**src/rtl/bintobcd_seq.sv**
```systemverilog
// Signed 11-bit binary to 8-digit display code converter.
// Double-dabble core, one magnitude bit per clock, start/busy/done handshake.
module bintobcd_seq #(
    parameter logic [3:0] NEG_CODE   = 4'hE,
    parameter logic [3:0] BLANK_CODE = 4'hF
) (
    input  logic        clk,
    input  logic        rst,
    input  logic        start,
    input  logic [10:0] bin_in,
    output logic        busy,
    output logic        done,
    output logic [31:0] bcd_out,
    output logic        overflow
);

    localparam logic [1:0] S_IDLE = 2'd0;
    localparam logic [1:0] S_CONV = 2'd1;
    localparam logic [1:0] S_FMT  = 2'd2;

    localparam logic [3:0]  LAST_BIT  = 4'd10;
    localparam logic [31:0] RESET_OUT = {{7{BLANK_CODE}}, 4'h0};

    logic [1:0]  state_q, state_d;
    logic        sign_q, sign_d;
    logic [10:0] mag_q, mag_d;
    logic [15:0] scr_q, scr_d;
    logic [3:0]  cnt_q, cnt_d;
    logic [31:0] bcd_q, bcd_d;
    logic        ovf_q, ovf_d;
    logic        done_q, done_d;

    function automatic logic [15:0] adjust(input logic [15:0] s);
        logic [15:0] r;
        r = s;
        for (int i = 0; i < 4; i++) begin
            if (s[4*i +: 4] >= 4'd5) begin
                r[4*i +: 4] = s[4*i +: 4] + 4'd3;
            end
        end
        return r;
    endfunction

    // Digits above the leading nonzero one are blanked; sign sits just left of it.
    function automatic logic [31:0] format(
        input logic [15:0] s,
        input logic        neg
    );
        logic [2:0]  msd;
        logic [4:0]  pos;
        logic [31:0] w;
        if (s[15:12] != 4'd0) begin
            msd = 3'd3;
        end else if (s[11:8] != 4'd0) begin
            msd = 3'd2;
        end else if (s[7:4] != 4'd0) begin
            msd = 3'd1;
        end else begin
            msd = 3'd0;
        end
        w = {8{BLANK_CODE}};
        for (int i = 0; i < 4; i++) begin
            if (3'(i) <= msd) begin
                w[4*i +: 4] = s[4*i +: 4];
            end
        end
        pos = {msd, 2'b00} + 5'd4;
        if (neg) begin
            w[pos +: 4] = NEG_CODE;
        end
        return w;
    endfunction

    always_comb begin
        state_d = state_q;
        sign_d  = sign_q;
        mag_d   = mag_q;
        scr_d   = scr_q;
        cnt_d   = cnt_q;
        bcd_d   = bcd_q;
        ovf_d   = ovf_q;
        done_d  = 1'b0;
        case (state_q)
            S_IDLE: begin
                if (start) begin
                    sign_d  = bin_in[10];
                    mag_d   = bin_in[10] ? (~bin_in + 11'd1) : bin_in;
                    scr_d   = 16'd0;
                    cnt_d   = 4'd0;
                    state_d = S_CONV;
                end
            end
            S_CONV: begin
                {scr_d, mag_d} = {adjust(scr_q), mag_q} << 1;
                cnt_d = cnt_q + 4'd1;
                if (cnt_q == LAST_BIT) begin
                    state_d = S_FMT;
                end
            end
            S_FMT: begin
                bcd_d   = format(scr_q, sign_q);
                // A nonzero thousands digit means the magnitude exceeds 999.
                ovf_d   = (scr_q[15:12] != 4'd0);
                done_d  = 1'b1;
                state_d = S_IDLE;
            end
            default: begin
                state_d = S_IDLE;
            end
        endcase
    end

    always_ff @(posedge clk) begin
        if (rst) begin
            state_q <= S_IDLE;
            sign_q  <= 1'b0;
            mag_q   <= 11'd0;
            scr_q   <= 16'd0;
            cnt_q   <= 4'd0;
            bcd_q   <= RESET_OUT;
            ovf_q   <= 1'b0;
            done_q  <= 1'b0;
        end else begin
            state_q <= state_d;
            sign_q  <= sign_d;
            mag_q   <= mag_d;
            scr_q   <= scr_d;
            cnt_q   <= cnt_d;
            bcd_q   <= bcd_d;
            ovf_q   <= ovf_d;
            done_q  <= done_d;
        end
    end

    assign busy     = (state_q != S_IDLE);
    assign done     = done_q;
    assign bcd_out  = bcd_q;
    assign overflow = ovf_q;

endmodule

```
**config.mk**
```make
export PLATFORM = sky130hd
export DESIGN_NAME = bintobcd_seq
export DESIGN_NICKNAME = d
export VERILOG_FILES = /design/src/rtl/bintobcd_seq.sv
export SDC_FILE = /design/constraint.sdc
export NUM_CORES = 1
export LEC_CHECK = 0
export BUFFER_PORTS_ARGS = -buffer_cell sky130_fd_sc_hd__buf_2
export CAP_MARGIN = 20
export CORE_MARGIN = 2
export CORE_UTILIZATION = 60
export DETAILED_ROUTE_END_ITERATION = 6
export GPL_TIMING_DRIVEN = 0
export PLACE_DENSITY_LB_ADDON = 0.25
export SLEW_MARGIN = 10
export SYNTH_ARGS = -nofsm -noshare
export SYNTH_HDL_FRONTEND = slang
export SYNTH_SLANG_ARGS = --single-unit
export TNS_END_PERCENT = 20
```
**constraint.sdc**
```tcl
create_clock -name clk -period 4.6 [get_ports clk]
set_input_delay 0.92 -clock clk [delete_from_list [all_inputs] [get_ports clk]]
set_output_delay 0.92 -clock clk [all_outputs]
set_load 0.01 [all_outputs]
```
; After elaboration in Yosys (flattened, before gate mapping)
; Cells that the tools add are included.
; Widths: inputs -> output; s select.
[word_totals]
regBits = 68
input_bits = 14
wordCells = 70
[op_classes]
add_sub_neg = 8
order_cmp = 8
n_eq_ne = 5
shifts = 2
mux = 29
bitwise_logic = 1
reduce_logical = 9
[op_table]
columns = cell, n
row1 = $mux 4, 12
row2 = $bwmux 32, 1
row3 = $mux 32, 1
row4 = $pmux 16 s2, 1
row5 = $shift 4x7->32 const A, 1
row6 = $shiftx 4x7->32 const A, 1
row7 = $mux 11, 2
row8 = $pmux 11 s2, 1
row9 = $ge 4x3->1 const B, 4
row10 = $mux 16, 1
row11 = $add 4x2->4 const B, 3
row12 = $reduce_bool 4->1, 3
row13 = $add 11x1->11 const B, 1
row14 = $not 11->11, 1
row15 = $mux 2, 4
row16 = $pmux 4 s2, 1
row17 = $neg 5->7, 1
row18 = $le 1x3->1 const A, 2
row19 = $le 2x3->1 const A, 2
row20 = $mux 3, 2
row21 = $reduce_and 2->1, 3
row22 = $add 5x3->5 const B, 1
row23 = $add 4x1->4 const B, 1
row24 = $eq 4x4->1 const B, 1
row25 = other kinds (8), 11

; Depth between registers and ports, before layout
; Gate-level depths: netlist of the first run.
[logic_depth]
ltp_word = 10
depth_mapped = 6
depth_no_buf = 6

; Worst setup path before layout of the first run
; OpenSTA, ideal clock, no wires.
[synth_path]
path_type = input port to flip-flop
start = in bin_in[0]
end = reg mag_q[8]
setup_ps = 133
arrival_ps = 2133
t_required_ps = 4467
path_slack_ps = 2335
cell_stages = 6
cell_sequence = inv_1 ha_1 or3b_2 o41ai_1 xor2_1 o22ai_1
[synth_via]
elab_chain_cells = 5
[synth_rtl]
columns = element, line
row1 = start: declaration, 10  ; input logic [10:0] bin_in,
row2 = $not 11->11, 87  ; mag_d = bin_in[10] ? (~bin_in + 11'd1) : bin_in;
row3 = $add 11x1->11, 87
row4 = $mux 11, 87
row5 = $mux 11, 85  ; if (start) begin
row6 = $pmux 11 s2, 83  ; case (state_q)
row7 = end signal: assignment, 126  ; mag_q <= mag_d;
row8 = end: declaration, 26  ; logic [10:0] mag_q, mag_d;
; No other way between the ends. The select of a mux whose other input is x is not followed.
; A chain may end at the register's enable or synchronous reset.

; Final worst setup path of the first run
; Ends and elaborated chain as after synthesis.

==> qor.yml, run 1 <==
route:
  drc_errors: 0
  vias: 2331
  ant_nets: 0
  wire_per_inst_um: 13.9
  first_pass_iters: 4
  viasPerCell: 5.62
  routed_wl_mm: 5.76
  drt_iter0_drc: 132
clocking:
  cts_setup_buffers: 0
  ctsHoldBuffers: 0
  cts_resized: 0
  cts_max_level: 2
  cts_root_buf: "clkbuf_8"
  cts_tree: "done"
  clk_latency_ns: 0.31
  cts.clk_slew.worst_paths_ns: 0.09
  numCtsBuffers: 5
  clk_path_buf_depth: 2
  clock_sinks: 56
sta:
  rsz0062_at_grt: "false"
  finalSetupViolCount: 0
  drv_slew: 0
  timing.final.ws_setup_ns: 2.40
  finClkSkew_ns: 0.0112
  tightest_slew_ns: 0.535
  slew-limit-headroom_pct: 64.2
  fin_setup_tns_ns: 0
  hold_viol: 0
  post-route-period-util_pct: 47.8
  finalCriticalPeriod_ns: 2.20
  fmax_mhz: 455
power_and_ir_drop:
  ir_drop_v: 0.000131
  leakage_nw: 1.25
  p_total_mw: 0.900
  p_per_area_mw_per_mm2: 291
setup_path:
  worstReg2RegStart: "scr_q[13]$_SDFFE_PP0P_"
  worstPathArrival_ns: 2.37
  crit_required_ns: 4.78
  start_kind: "primary input"
  startpoint: "bin_in[0]"
  worst-setup-path-type: "primary input to flip-flop"
  worstSetupEndpointType: "flip-flop"
  critPathMaxFanout: 4
flow_run:
  maxCapViolations: 0
yosys:
  netlist_area_mm2: 0.00271
  syn_area_per_cell_um2: 8.72
  ys.flop_type: "dfxtp_1"
  synth_edf_count: 0
  synth-seq-cells: 56
  synth_warnings: 0
  synth_area_leaders: "dfxtp_1, ha_1, a21oi_1, nor2_1, buf_4"
  synth_top_area_cell: "dfxtp_1"
  synth_top_area_share_pct: 41.3
  yosysSeqAreaShare_pct: 41.3
  synth_cells: 311
  yosysUniqueCellTypes: 39
  synthArstFlopShare_pct: 0
global_route:
  grt_use_met3_pct: 4.36
  use_met2_pct: 41.9
  grt_pass1_wl_mm: 9.98
  antenna_found_initial: 0
  gr-usage-met1_pct: 31.1
  grtUsageTotal_pct: 24.5
  gr-total-overflow: 0
  busiest_layer: "met2"
  grt_pass1_vias: 2218
  grt_max_degree: 16
placement:
  placed_area_mm2: 0.00299
  io_buffers: 35
  pre_cts_ws_ns: 2.08
  place_congestion: 0.842
  hpwl_mm: 4.20
floorplan:
  rows: 24
  die_x_um: 71.2
  design.core.area_mm2: 0.00435
  dieArea_mm2: 0.00508
  initial_core_util_pct: 62.3
  io_pins: 49
  die_height_um: 71.2
status:
  status: "finished, final reports clean"
layout:
  drive_gt1_share_pct: 19.8
  area_growth_pct: 14.0
  nNetsFinal: 389
  fin_util_pct: 71.0
  finish.instance_area_mm2: 0.00309
  n_antenna_cell: 0
worst_hold_path:
  hold_start: "bcd_out[28]$_SDFFE_PP1P_"
  hold_class: "flip-flop to flip-flop"
## Yosys cell counts, types with 4 or more instances
library cell	number
dfxtp_1	56
nor2_1	25
a21oi_1	23
nand2_1	20
clkbuf_1	15
o21ai_0	15
buf_4	12
inv_1	12
a22oi_1	11
ha_1	11
a22o_1	10
xor2_1	10
nor3_1	8
o22ai_1	8
or2_2	8
or3_1	8
nand2b_1	7
nand3_1	6
mux2i_1	5
xnor2_1	5
nor2b_1	4
o21bai_1	4
## report_power, final
part / leakage [nW] / total (mW) / internal [mW] / switching (mW)
logic: 0.750 / 0.0890 / 0.0345 / 0.0545
clock network: 0.0501 / 0.306 / 0.156 / 0.149
registers: 0.454 / 0.505 / 0.496 / 0.00920
total: 1.25 / 0.900 / 0.687 / 0.213
## placed cells by master, fill, tap and decap left out, types with 4 or more instances in the layout
master     n
inv_1     12
nand2_1   20
buf_2     38
nor3_1     8
a22oi_1   11
a22o_1    10
nor2_1    25
o22ai_1    8
or3_1      8
nand2b_1   7
conb_1    12
nand3_1    6
a21oi_1   23
o21bai_1   4
mux2i_1    5
o21ai_0   15
xor2_1    10
ha_1      11
dfxtp_1   56
buf_4     12
clkbuf_8   5
xnor2_1    5
clkbuf_1  15
nor2b_1    4
or2_2      8
## worst max-delay path, stage by stage
cell and delay (ns):
buf_2 0.11, inv_1 0.06, ha_1 0.16, or3b_2 0.50, o41ai_1 0.33, xor2_1 0.19
o22ai_1 0.10
## registers in the layout, indices dropped and copies added (netlist names)
register and count:
bcd_out 20, scr_q 16, mag_q 11, cnt_q 4, state_q 2, done 1, overflow 1, sign_q 1
## layer usage
metal | vias up | routed length (um)
li1 | 1169 | -
met1 | 1088 | 2630
met2 | 63 | 2810
met3 | 11 | 215
met4 | 0 | 104
met5 | - | 0
## logic make-up (layout without fill, tap and decap cells)
family,Yosys count,after routing,share of synthesized area (%)
mux,8,8,3.09
flops,56,56,41.3
xor+xnor,15,15,4.84
fa+ha+maj,11,11,5.07
simple gates,94,94,17.5
compound gates,84,84,20.4
buf+inv,42,83,7.61
other cells,1,12,0.138
## stage by stage
step | hold WS [ns] | instances
5_1_grt | 0.495 | 415
3_5_place_dp | 0.424 | 409
3_3_place_gp | 0.421 | 409
4_1_cts | 0.447 | 415
2_1_floorplan | 0.425 | 322
6_report | 0.445 | 415
## cell type report
type	instances	area [um^2]
buffer	30	161
clock buffer	5	68.8
clock inverter	1	30.0
fill	368	1260
inverter	12	45.0
multi-input combinational	224	1430
sequential	56	1120
tap	52	65.1
timing repair buffer	35	175
## final timing paths
check	endpoint	slack, ns	depth (start not counted)
setup / recovery	mag_q[8]$_SDFFE_PP0P_	2.40	7
hold reg to reg	bcd_out[28]$_SDFFE_PP1P_	0.45	1
hold / removal	bcd_out[28]$_SDFFE_PP1P_	0.45	1
setup reg to reg	bcd_out[4]$_SDFFE_PP1P_	2.69	5
(Power assumes the default switching activity.)
==> run 2: changes to the inputs <==
Settings changed: CORE_UTILIZATION 60 to 55.
Clock period 4.6 ns to 2.1 ns, I/O delays scaled along.
==> qor.yml, run 2 (same netlist as run 1, synthesis figures left out) <==
global_route:
  grt_max_degree: 17
  grt_pass1_vias: 1956
  antenna_found_initial: 0
  gr-total-overflow: 0
  grtUsageTotal_pct: 21.1
  grt_pass1_wl_mm: 9.04
sta:
  hold_ws_ns: 0.410
  finalSetupViolCount: 0
  rsz0062_at_grt: "false"
  drv_slew: 0
  post-route-period-util_pct: 85.1
  fin_setup_tns_ns: 0
  finClkSkew_ns: 0.0114
  tightest_slew_ns: 0.527
  finalCriticalPeriod_ns: 1.79
  hold_viol: 0
  slew-limit-headroom_pct: 64.9
  fmax_mhz: 560
route:
  first_pass_iters: 4
  wire_per_inst_um: 12.8
  ant_nets: 0
  routed_wl_mm: 5.52
  drc_errors: 0
  drt_iter0_drc: 140
  viasPerCell: 5.31
  vias: 2294
placement:
  place_congestion: 0.816
  io_buffers: 35
  hpwl_mm: 4.10
layout:
  nNetsFinal: 389
  largest_reg_flops: 20
  layout_commonest_cell: "dfxtp_1"
  drive_gt1_share_pct: 19.7
  final_cell_mix: "dfxtp_1, buf_2, nor2_1, a21oi_1, nand2_1"
  n_antenna_cell: 0
  area_growth_pct: 14.4
clocking:
  clk_latency_ns: 0.31
  cts_max_level: 2
  clk_path_buf_depth: 2
  clock_sinks: 56
  cts_root_buf: "clkbuf_8"
  cts_tree: "done"
  ctsHoldBuffers: 0
  numCtsBuffers: 5
  cts.clk_slew.worst_paths_ns: 0.10
floorplan:
  design.core.area_mm2: 0.00475
  rows: 25
  die_height_um: 74.2
  initial_core_util_pct: 57.1
  io_pins: 49
  die_x_um: 74.2
  dieArea_mm2: 0.00551
flow_run:
  maxCapViolations: 0
setup_path:
  worstPathArrival_ns: 2.02
  worst-setup-path-type: "flip-flop to flip-flop"
  crit_required_ns: 2.33
  worstSetupEndpointType: "flip-flop"
  start_kind: "flip-flop"
  critPathMaxFanout: 9
power_and_ir_drop:
  leakage_nw: 1.25
  p_per_area_mw_per_mm2: 606
  ir_drop_v: 0.000377
worst_hold_path:
  hold_class: "primary input to flip-flop"
status:
  status: "finished, final reports clean"
[run 2: what timing repair did]
action,4_1_cts,5_1_grt
gates resized for setup,0,1
setup endpoints to repair,0,1
buffers inserted,0,0
[run 2: metal layers]
layer	global-route usage [%]	part of all wire, %	vias up
met3	4.61	5.1	8
met1	28.7	46	1046
li1	-	-	1172
met5	0	0	-
met4	4.96	1.1	0
met2	34.6	48	68
[run 2: final timing paths]
check                           startpoint  slack (ns)  cells after the start                        to
setup / recovery    scr_q[13]$_SDFFE_PP0P_        0.31                      6   bcd_out[8]$_SDFFE_PP1P_
hold / removal                   bin_in[8]        0.41                      3     mag_q[8]$_SDFFE_PP0P_
setup reg to reg    scr_q[13]$_SDFFE_PP0P_        0.31                      6   bcd_out[8]$_SDFFE_PP1P_
hold reg to reg   bcd_out[20]$_SDFFE_PP1P_        0.45                      1  bcd_out[20]$_SDFFE_PP1P_
[run 2: final cells by class]
class                   count  area [um^2]
fillers                   429         1650
multi-input cells         224         1430
flip-flops and latches     56         1120
repair buffers             35          175
plain buffers              30          161
well taps                  67         83.8
clock buffers               7         76.3
inverters                  12         45.0
clock inverters             1         8.76
[run 2: where the power goes]
part / leakage, nW / switching [mW] / internal, mW
sequential: 0.454 / 0.0186 / 1.09
combinational: 0.754 / 0.119 / 0.0756
clock: 0.0424 / 0.344 / 0.239
total: 1.25 / 0.481 / 1.40
[run 2: worst max-delay path, cell delays in order, from the launching register on]
cell     delay [ns]
dfxtp_1        0.34
inv_1          0.10
ha_1           0.23
nor3b_4        0.39
nand2_1        0.20
mux2_2         0.30
o21ai_0        0.16
[run 2: metrics by stage]
stage,setup WS [ns],util [%],cells,cell area [um^2],power [mW]
floorplan,0.335,-,322,2750,1.26
global placement,0.123,63.4,424,3010,1.32
detailed placement,0.0818,63.4,424,3010,1.32
CTS,0.163,65.2,432,3100,1.89
global route,0.0553,65.3,432,3100,1.97
finish,0.314,65.3,432,3100,1.88
==> run 3: changes to the inputs <==
Settings changed: CORE_ASPECT_RATIO set to 0.9, CORE_MARGIN 2 to unset.
==> qor.yml, run 3 (same netlist as run 1, synthesis figures left out) <==
setup_path:
  rr_worst_depth: 6
  worstPathArrival_ns: 2.06
  crit_required_ns: 2.35
  worstSetupEndpointType: "flip-flop"
  worstReg2RegStart: "scr_q[8]$_SDFFE_PP0P_"
  critPathMaxFanout: 5
  start_kind: "flip-flop"
  r2r_slack_ns: 0.29
  r2r_end: "bcd_out[8]$_SDFFE_PP1P_"
  worst-setup-path-type: "flip-flop to flip-flop"
placement:
  placed_area_mm2: 0.00301
  hpwl_mm: 4.12
  io_buffers: 35
  place_congestion: 0.844
floorplan:
  dieArea_mm2: 0.00522
  io_pins: 49
  rows: 23
  design.core.area_mm2: 0.00460
  initial_core_util_pct: 58.9
  die_x_um: 76.0
  die_height_um: 68.6
route:
  drc_errors: 0
  vias: 2294
  viasPerCell: 5.37
  drt_iter0_drc: 76
  routed_wl_mm: 5.71
  wire_per_inst_um: 13.4
  first_pass_iters: 4
  ant_nets: 0
clocking:
  clk_path_buf_depth: 2
  cts_setup_buffers: 0
  cts_tree: "done"
  numCtsBuffers: 5
  cts_max_level: 2
  clk_latency_ns: 0.31
  cts.clk_slew.worst_paths_ns: 0.10
  cts_root_buf: "clkbuf_8"
  clock_sinks: 56
sta:
  finalSetupViolCount: 0
  post-route-period-util_pct: 86.2
  slew-limit-headroom_pct: 64.8
  drv_slew: 0
  tightest_slew_ns: 0.529
  fmax_mhz: 553
  hold_viol: 0
  finClkSkew_ns: 0.00518
  hold_ws_ns: 0.416
  finalCriticalPeriod_ns: 1.81
  rsz0062_at_grt: "false"
global_route:
  grtUsageTotal_pct: 23.0
  grt_pass1_vias: 2038
  grt_max_degree: 17
  antenna_found_initial: 0
  gr-total-overflow: 0
  grt_pass1_wl_mm: 9.28
power_and_ir_drop:
  p_per_area_mw_per_mm2: 659
  leakage_nw: 1.27
  ir_drop_v: 0.000483
layout:
  largest_reg_flops: 20
  drive_gt1_share_pct: 20.3
  finish.instance_area_mm2: 0.00314
  layout_commonest_cell: "dfxtp_1"
  area_growth_pct: 15.7
  n_antenna_cell: 0
  final_cell_mix: "dfxtp_1, buf_2, nor2_1, a21oi_1, nand2_1"
  nNetsFinal: 389
worst_hold_path:
  hold_start: "bin_in[0]"
  whs_path_depth: 3
  hold_class: "primary input to flip-flop"
  min_to: "mag_q[0]$_SDFFE_PP0P_"
status:
  status: "finished, final reports clean"
flow_run:
  maxCapViolations: 0
==> run 3: cell types whose count changed in the layout (fill, tap and decap cells not counted) <==
cell	before	now
bufinv_16	0	1
clkbuf_1	17	15
clkbuf_8	5	7
clkinv_4	1	0
==> run 3: timing repair <==
action,CTS,global route
gates resized for setup,0,1
endpoints found under the setup margin,0,2
hold buffers,0,0
==> run 3: per-layer routing <==
| layer | wire length, um | GRT usage (%) | up-vias |
|---|---|---|---|
| li1 | - | - | 1174 |
| met1 | 2610 | 27.1 | 1060 |
| met2 | 2770 | 42.4 | 52 |
| met3 | 249 | 4.47 | 8 |
| met4 | 82 | 8.89 | 0 |
| met5 | 0 | 0 | - |
==> run 3: layout make-up <==
class	count	area [um^2]
inverter	12	45.0
buffer	30	161
sequential	56	1120
multi-input combinational	224	1430
tap	62	77.6
clock inverter	1	30.0
fill	396	1470
timing repair buffer	35	175
clock buffer	7	96.3
==> run 3: per-stage QoR <==
stage	TNS, ns	util, %	power [mW]	worst slack, ns	std cells
floorplan	0	-	1.26	0.335	322
global placement	0	65.3	1.32	0.110	419
detailed placement	-0.00430	65.3	1.32	-0.00430	419
CTS	0	68.0	2.08	0.164	427
global route	0	68.2	2.14	0.0531	427
finish	0	68.2	2.07	0.290	427
==> run 3: report_power, final <==
group          switching [mW]  internal (mW)  total, mW
registers              0.0198           1.09       1.11
logic                   0.121         0.0756      0.197
clock network           0.345          0.421      0.766
total                   0.486           1.58       2.07
==> run 3: worst max-delay path, stage by stage, from the launching register on <==
cell and delay (ns):
dfxtp_1 0.36, inv_1 0.10, ha_1 0.21, nor3b_1 0.42, nand2_1 0.20, mux2_2 0.32, o21ai_0 0.13
==> run 3: how the worst max path moves through the flow <==
| stage | to | slack (ns) | from |
|---|---|---|---|
| 6_report | bcd_out[8]$_SDFFE_PP1P_ | 0.29 | scr_q[8]$_SDFFE_PP0P_ |
| 4_1_cts | bcd_out[4]$_SDFFE_PP1P_ | 0.16 | scr_q[13]$_SDFFE_PP0P_ |
| 5_1_grt | bcd_out[4]$_SDFFE_PP1P_ | 0.05 | scr_q[13]$_SDFFE_PP0P_ |
| 2_1_floorplan | mag_q[8]$_SDFFE_PP0P_ | 0.33 | bin_in[0] |
| 3_3_place_gp | mag_q[8]$_SDFFE_PP0P_ | 0.11 | bin_in[0] |
| 3_5_place_dp | mag_q[8]$_SDFFE_PP0P_ | -0.004 | bin_in[0] |
